$ cat src/rtl/alu_pkg.sv
// alu_pkg: op codes {m_ext, funct7[5], funct3} and divide FSM states shared by the execute unit
package alu_pkg;
  localparam int OP_W = 5;
  typedef enum logic [OP_W-1:0] {
    OP_ADD    = 5'b00000,
    OP_SLL    = 5'b00001,
    OP_SLT    = 5'b00010,
    OP_SLTU   = 5'b00011,
    OP_XOR    = 5'b00100,
    OP_SRL    = 5'b00101,
    OP_OR     = 5'b00110,
    OP_AND    = 5'b00111,
    OP_SUB    = 5'b01000,
    OP_SRA    = 5'b01101,
    OP_MUL    = 5'b10000,
    OP_MULH   = 5'b10001,
    OP_MULHSU = 5'b10010,
    OP_MULHU  = 5'b10011,
    OP_DIV    = 5'b10100,
    OP_DIVU   = 5'b10101,
    OP_REM    = 5'b10110,
    OP_REMU   = 5'b10111
  } alu_op_t;
  typedef enum logic [1:0] {IDLE, DIV_BUSY, DIV_DONE} div_state_t;
endpackage

$ cat src/rtl/alu_div_iter.sv
// alu_div_iter: radix-2 restoring unsigned divider, one quotient bit per cycle for XLEN cycles
module alu_div_iter #(
  parameter int XLEN = 32
) (
  input  logic            clk,
  input  logic            rst,
  input  logic            start,
  input  logic [XLEN-1:0] dividend,
  input  logic [XLEN-1:0] divisor,
  output logic [XLEN-1:0] quotient,
  output logic [XLEN-1:0] remainder,
  output logic            done
);
  localparam int CW = $clog2(XLEN);
  logic [XLEN-1:0] rem_q, quo_q, dvs_q;
  logic [CW-1:0] cnt_q;
  logic busy_q;
  logic [XLEN:0] shl, diff;
  assign shl = {rem_q, quo_q[XLEN-1]};
  assign diff = shl - {1'b0, dvs_q};
  // done marks the final iteration: results are complete after this edge
  assign done = busy_q && cnt_q == CW'(XLEN-1);
  assign quotient = quo_q;
  assign remainder = rem_q;
  always_ff @(posedge clk or posedge rst)
    if (rst) begin
      rem_q <= '0;
      quo_q <= '0;
      dvs_q <= '0;
      cnt_q <= '0;
      busy_q <= 1'b0;
    end else if (start) begin
      rem_q <= '0;
      quo_q <= dividend;
      dvs_q <= divisor;
      cnt_q <= '0;
      busy_q <= 1'b1;
    end else if (busy_q) begin
      rem_q <= diff[XLEN] ? shl[XLEN-1:0] : diff[XLEN-1:0];
      quo_q <= {quo_q[XLEN-2:0], !diff[XLEN]};
      cnt_q <= cnt_q + 1'b1;
      busy_q <= !done;
    end
endmodule

$ cat src/rtl/alu_pipe.sv
// alu_pipe: registered RV32/64 IM execute unit with valid/ready handshakes,
// tag passthrough, illegal-op flag and an iterative divider for the slow divide path
module alu_pipe
  import alu_pkg::*;
#(
  parameter int XLEN  = 32,
  parameter int TAG_W = 5
) (
  input  logic             clk,
  input  logic             rst,
  input  logic             in_valid,
  output logic             in_ready,
  input  logic [OP_W-1:0]  in_op,
  input  logic [XLEN-1:0]  in_a,
  input  logic [XLEN-1:0]  in_b,
  input  logic [TAG_W-1:0] in_tag,
  output logic             out_valid,
  input  logic             out_ready,
  output logic [XLEN-1:0]  out_data,
  output logic [TAG_W-1:0] out_tag,
  output logic             out_err
);
  localparam int SH = $clog2(XLEN);
  div_state_t state_q;
  logic out_valid_q, out_err_q, neg_q, rneg_q, rem_sel_q;
  logic [XLEN-1:0] out_data_q, res, a_mag, b_mag, div_quo, div_rem, quo_fix, rem_fix;
  logic [TAG_W-1:0] out_tag_q, dtag_q;
  logic [2*XLEN-1:0] prod;
  logic [SH-1:0] shamt;
  logic acc, err, a_sgn, b_sgn, is_rem, div_sgn, b_zero, ovf, a_neg, b_neg, div_start, div_done;
  assign in_ready = !rst && state_q == IDLE && (!out_valid_q || out_ready);
  assign acc = in_valid && in_ready;
  assign shamt = in_b[SH-1:0];
  // sign-extend per operand so one 2*XLEN product serves MUL, MULH, MULHSU and MULHU
  assign a_sgn = in_op[1:0] == 2'b01 || in_op[1:0] == 2'b10;
  assign b_sgn = in_op[1:0] == 2'b01;
  assign prod = {{XLEN{a_sgn & in_a[XLEN-1]}}, in_a} * {{XLEN{b_sgn & in_b[XLEN-1]}}, in_b};
  assign is_rem = in_op[1];
  assign div_sgn = !in_op[0];
  assign b_zero = in_b == '0;
  assign ovf = div_sgn && in_a == {1'b1, {(XLEN-1){1'b0}}} && in_b == '1;
  assign a_neg = div_sgn && in_a[XLEN-1];
  assign b_neg = div_sgn && in_b[XLEN-1];
  assign a_mag = a_neg ? -in_a : in_a;
  assign b_mag = b_neg ? -in_b : in_b;
  assign div_start = acc && in_op[4] && in_op[2] && !b_zero && !ovf;
  assign quo_fix = neg_q ? -div_quo : div_quo;
  assign rem_fix = rneg_q ? -div_rem : div_rem;
  assign out_valid = out_valid_q;
  assign out_data = out_data_q;
  assign out_tag = out_tag_q;
  assign out_err = out_err_q;
  alu_div_iter #(.XLEN(XLEN)) u_div (
    .clk(clk),
    .rst(rst),
    .start(div_start),
    .dividend(a_mag),
    .divisor(b_mag),
    .quotient(div_quo),
    .remainder(div_rem),
    .done(div_done)
  );
  always_comb begin
    res = '0;
    err = 1'b0;
    if (in_op[4]) begin
      case (in_op[2:0])
        3'b000: res = prod[XLEN-1:0];
        3'b001, 3'b010, 3'b011: res = prod[2*XLEN-1:XLEN];
        default: res = b_zero ? (is_rem ? in_a : '1) : (is_rem ? '0 : in_a);
      endcase
    end else begin
      case (in_op)
        OP_ADD: res = in_a + in_b;
        OP_SUB: res = in_a - in_b;
        OP_SLL: res = in_a << shamt;
        OP_SLT: res = XLEN'($signed(in_a) < $signed(in_b));
        OP_SLTU: res = XLEN'(in_a < in_b);
        OP_XOR: res = in_a ^ in_b;
        OP_SRL: res = in_a >> shamt;
        OP_SRA: res = $signed(in_a) >>> shamt;
        OP_OR: res = in_a | in_b;
        OP_AND: res = in_a & in_b;
        default: err = 1'b1;
      endcase
    end
  end
  always_ff @(posedge clk or posedge rst)
    if (rst) begin
      state_q <= IDLE;
      out_valid_q <= 1'b0;
      out_data_q <= '0;
      out_tag_q <= '0;
      out_err_q <= 1'b0;
      neg_q <= 1'b0;
      rneg_q <= 1'b0;
      rem_sel_q <= 1'b0;
      dtag_q <= '0;
    end else begin
      if (out_valid_q && out_ready) out_valid_q <= 1'b0;
      if (state_q == DIV_DONE) begin
        out_valid_q <= 1'b1;
        out_data_q <= rem_sel_q ? rem_fix : quo_fix;
        out_tag_q <= dtag_q;
        out_err_q <= 1'b0;
        state_q <= IDLE;
      end else if (state_q == DIV_BUSY) begin
        if (div_done) state_q <= DIV_DONE;
      end else if (div_start) begin
        state_q <= DIV_BUSY;
        neg_q <= a_neg ^ b_neg;
        rneg_q <= a_neg;
        rem_sel_q <= is_rem;
        dtag_q <= in_tag;
      end else if (acc) begin
        out_valid_q <= 1'b1;
        out_data_q <= res;
        out_tag_q <= in_tag;
        out_err_q <= err;
      end
    end
endmodule

$ cat config.mk
export PLATFORM = sky130hd
export DESIGN_NAME = alu_pipe
export DESIGN_NICKNAME = d
export VERILOG_FILES = /design/src/rtl/alu_pkg.sv /design/src/rtl/alu_div_iter.sv /design/src/rtl/alu_pipe.sv
export SDC_FILE = /design/constraint.sdc
export NUM_CORES = 2
export LEC_CHECK = 0
export BUFFER_PORTS_ARGS = -buffer_cell sky130_fd_sc_hd__buf_2
export CORE_AREA = 3 3 422 424
export CTS_CLUSTER_SIZE = 10
export DETAILED_ROUTE_END_ITERATION = 8
export DIE_AREA = 0 0 425 427
export GPL_TIMING_DRIVEN = 0
export HOLD_SLACK_MARGIN = 0.15
export PLACE_DENSITY_LB_ADDON = 0.05
export SLEW_MARGIN = 20
export SYNTH_ARGS = -nofsm -noshare
export SYNTH_HDL_FRONTEND = slang
export SYNTH_SLANG_ARGS = --single-unit
$ cat constraint.sdc
create_clock -name clk -period 5.72 [get_ports clk]
set_input_delay 1.144 -clock clk [delete_from_list [all_inputs] [get_ports clk]]
set_output_delay 1.144 -clock clk [all_outputs]
set_load 0.05 [all_outputs]
==> summary by stage <==
Run status
The flow ran to the end, but the final reports show violations. The final reports fail on negative setup slack.

CTS
The number of buffers inserted for hold repair after clock tree synthesis is 0. Clock latency on the worst-skew pair, taken at its later pin, is 0.46 ns. The number of buffers inserted during clock tree synthesis is 17. After clock tree synthesis, the clock-pin slew on the worst setup and hold paths is 0.07 ns. The CTS tree is yes. The tree is rooted in a sky130_fd_sc_hd__clkbuf_16. The total clock sinks is 151. The count of H-tree levels built during CTS is 4. The clock tree buffer depth is 2.

Worst setup path
The critical register-to-register path startpoint is u_div.quotient[31]. Across all register-to-register paths, the minimum setup slack is 0.42 ns. The endpoint of the worst register-to-register path is u_div.remainder[14].

The worst stage delay on the critical path is 0.63 ns. The path type of the worst setup path is in2reg. The maximum fanout along the worst path is 5.

The worst reg-to-reg path cell count is 15. Data on the critical path arrives at its endpoint at 9.60 ns. The required time of the worst setup path is 6.06 ns. The most numerous cell on the critical path is sky130_fd_sc_hd__fa_1.

The cell at the slowest stage of the critical path is sky130_fd_sc_hd__fa_2. The capturing element type of the critical path is a flip-flop. The worst setup path is launched from a primary input.

Floorplan
For this design the top-level I/O count stands at 118. The core area is 174000 sq um. The floorplan die width is 425 um. The initialized floorplan defines 153 standard-cell rows.

The area enclosed by the die boundary is 181000 sq um. For this configuration, the core starts out at a cell density of 0.330. The die outline height is 427 um.

Logic synthesis
After synthesis, the cell types taking the most area are sky130_fd_sc_hd__fa_1 39%, sky130_fd_sc_hd__inv_1 8.7%, sky130_fd_sc_hd__ha_1 7.7%. Summed over all instances, the cell type with the most area after synthesis is sky130_fd_sc_hd__fa_1. The share of Yosys cell area claimed by the top area cell type is 0.393. Yosys mapped the design onto 89 distinct sky130hd cell types. The most repeated cell in the gate-level netlist after synthesis is sky130_fd_sc_hd__inv_1.

The synthesized design contains 151 register bits. Counting instances in the post-synthesis netlist gives the leading cell types as 1338 x sky130_fd_sc_hd__inv_1, 1128 x sky130_fd_sc_hd__fa_1, 1076 x sky130_fd_sc_hd__nand2_1. The post-synthesis area per instance is 8.25 sq um. The post-synthesis instance area is 57500 sq um.

Synthesis produced 6976 cells. The number of nets in the synthesized netlist is 8537. For this run, the number of Yosys warnings is 0.

Yosys mapped a number of flops with a built-in enable equal to 0. For this run, asynchronously set or reset flops after synthesis account for 1.00. The sequential fraction of the synthesis area is 0.0657. The most used flip-flop cell after synthesis is sky130_fd_sc_hd__dfrtp_1.

Placed design
The number of placed instances with taps included is 9428. The congestion estimate from routability-driven global placement came to 1.03. OpenSTA, run right after detailed placement, puts the worst setup slack at -7.28 ns. The placed wire-length estimate after detailed placement is 280000 um. The count of buffers added on input and output ports is 116.

Drt
The count of nets left with antenna violations once routing finished came out at 0. After detailed routing, the number of vias per cell comes to 5.69. The first-pass detailed-route iteration total is 6. The via count is 55400. Summed over all layers, the routed wires come to 341000 um. Dividing the detail-routed wire length by the instance count gives 35.1 um. After detailed routing, the number of remaining DRC violations is 0.

For this block, the initial DRC count from the detailed router was 6020.

STA
The max-slew violation count came to 0. For the finished layout, the period the worst path requires is 9.26 ns. The worst-case setup margin in the final layout is -3.54 ns. The number of endpoints with negative hold slack in the final report is 0.

Clock skew on the completed layout was measured at 0.0140 ns. Of the available clock period, the critical path in the final layout requires 1.62. The total setup violations reported at the end of the flow is 32. Setup repair after global routing could not meet its margin everywhere. The slew at the pin closest to its max-slew limit is 1.34 ns.

Measured against its own limit, the worst slew margin works out to 0.103. Static timing analysis puts the maximum clock frequency at 108 MHz.

Min path
The worst hold path belongs to the class reg2reg. The worst hold path cell count is 2. For hold timing, the worst endpoint is out_tag[0]. The hold path startpoint is out_tag[0].

GRT
In the global route stage, overall resource usage came out at 0.373. The maximum number of pins on one net before global-route repair is 31. The first global-routing pass estimated 468000 um of wire. The total overflow left after global routing is 0. The initial antenna violation count is 29. The number of global-route vias before repair is 57000.

Layout
The final layout contains 8934 nets. The share of post-route cells with drive strength above 1 is 0.170. For this run, the number of standard cells in the final layout without fillers is 9726. The fill cell total of the finished layout is 18200. Measured on the finished design, the core utilization comes to 0.405.

From synthesis to final layout, the design area changed by 22.6%.

Run
The total of max-cap violations is 0.
cell families after synthesis:
logic type,Yosys count,synth area share
and+or+nand+nor,2035,0.149
buffers and inverters,1812,0.119
muxes,166,0.0393
xor gates and xnor gates,235,0.0358
AOI/OAI and AO/OA,1094,0.122
adders and majority gates,1483,0.470
DFF,151,0.0657
worst max path at each step:
stage	start	endpoint	slack, ns
after floorplan	in_b[2]	out_data[29]	-3.41
after global placement	in_a[7]	out_data[21]	-8.01
after detailed placement	in_a[15]	out_data[21]	-7.28
after CTS	in_op[0]	out_data[29]	-3.52
after global routing	in_op[0]	out_data[29]	-3.66
final	in_op[0]	out_data[29]	-3.54
per-stage QoR:
step | instance area [sq um] | hold WS [ns] | TNS [ns]
2_1_floorplan | 58000 | 0.450 | -87.34
3_3_place_gp | 61500 | 0.462 | -446.82
3_5_place_dp | 61800 | 0.465 | -244.19
4_1_cts | 69100 | 0.483 | -98.56
5_1_grt | 70500 | 0.518 | -102.62
6_report | 70500 | 0.478 | -99.06
per-layer routing:
metal / global-route usage / wire [um] / vias to the layer above
met5: 0 / 86 / -
met4: 0.193 / 22200 / 14
li1: - / - / 22800
met2: 0.580 / 150000 / 2788
met1: 0.497 / 142000 / 29100
met3: 0.0687 / 27500 / 715
critical path, delay by kind of cell:
kind	cells	cell delay (ns)
AO/OA/AOI/OAI	5	1.02
adder cells (fa/ha/maj)	10	4.91
buffers and inverters	12	1.04
multiplexers	1	0.24
AND/OR/NAND/NOR	6	1.17
placed cells by master, fill, tap and decap left out, drive strengths merged, types with 151 or more instances in the layout:
cell type and instances:
a21oi 319, inv 1339, buf 535, ha 355, clkbuf 306, xnor2 173, nand2 1076, nor2 578
dfrtp 151, fa 1128, o21ai 254
state kept, by name, indices dropped and copies added, names as in the netlist:
signal and count:
dtag_q 5, neg_q 1, out_data 32, out_err 1
out_tag 5, out_valid 1, rem_sel_q 1, rneg_q 1
state_q 2, u_div.busy_q 1, u_div.cnt_q 5, u_div.dvs_q 32
u_div.quotient 32, u_div.remainder 32
area by class of cell:
cell class	count	area (sq um)	area share
clock inverters	15	166	0.00236
clock buffers	17	425	0.00603
plain buffers	422	4590	0.0651
repair buffers	403	3540	0.0502
well taps	2325	2910	0.0413
diodes	15	37.5	0.000532
multi-input cells	5013	49700	0.705
inverters	1365	5350	0.0759
flip-flops and latches	151	3780	0.0536
what timing repair did:
action / in CTS / in global routing
resized for setup: 1327 / 250
cloned: 5 / 3
setup buffers: 198 / 76
setup endpoints to repair: 92 / 38
pin swaps: 230 / 193
Power is not shown: default switching activity piles up to over one toggle a cycle in this logic, so the estimate is an artifact.
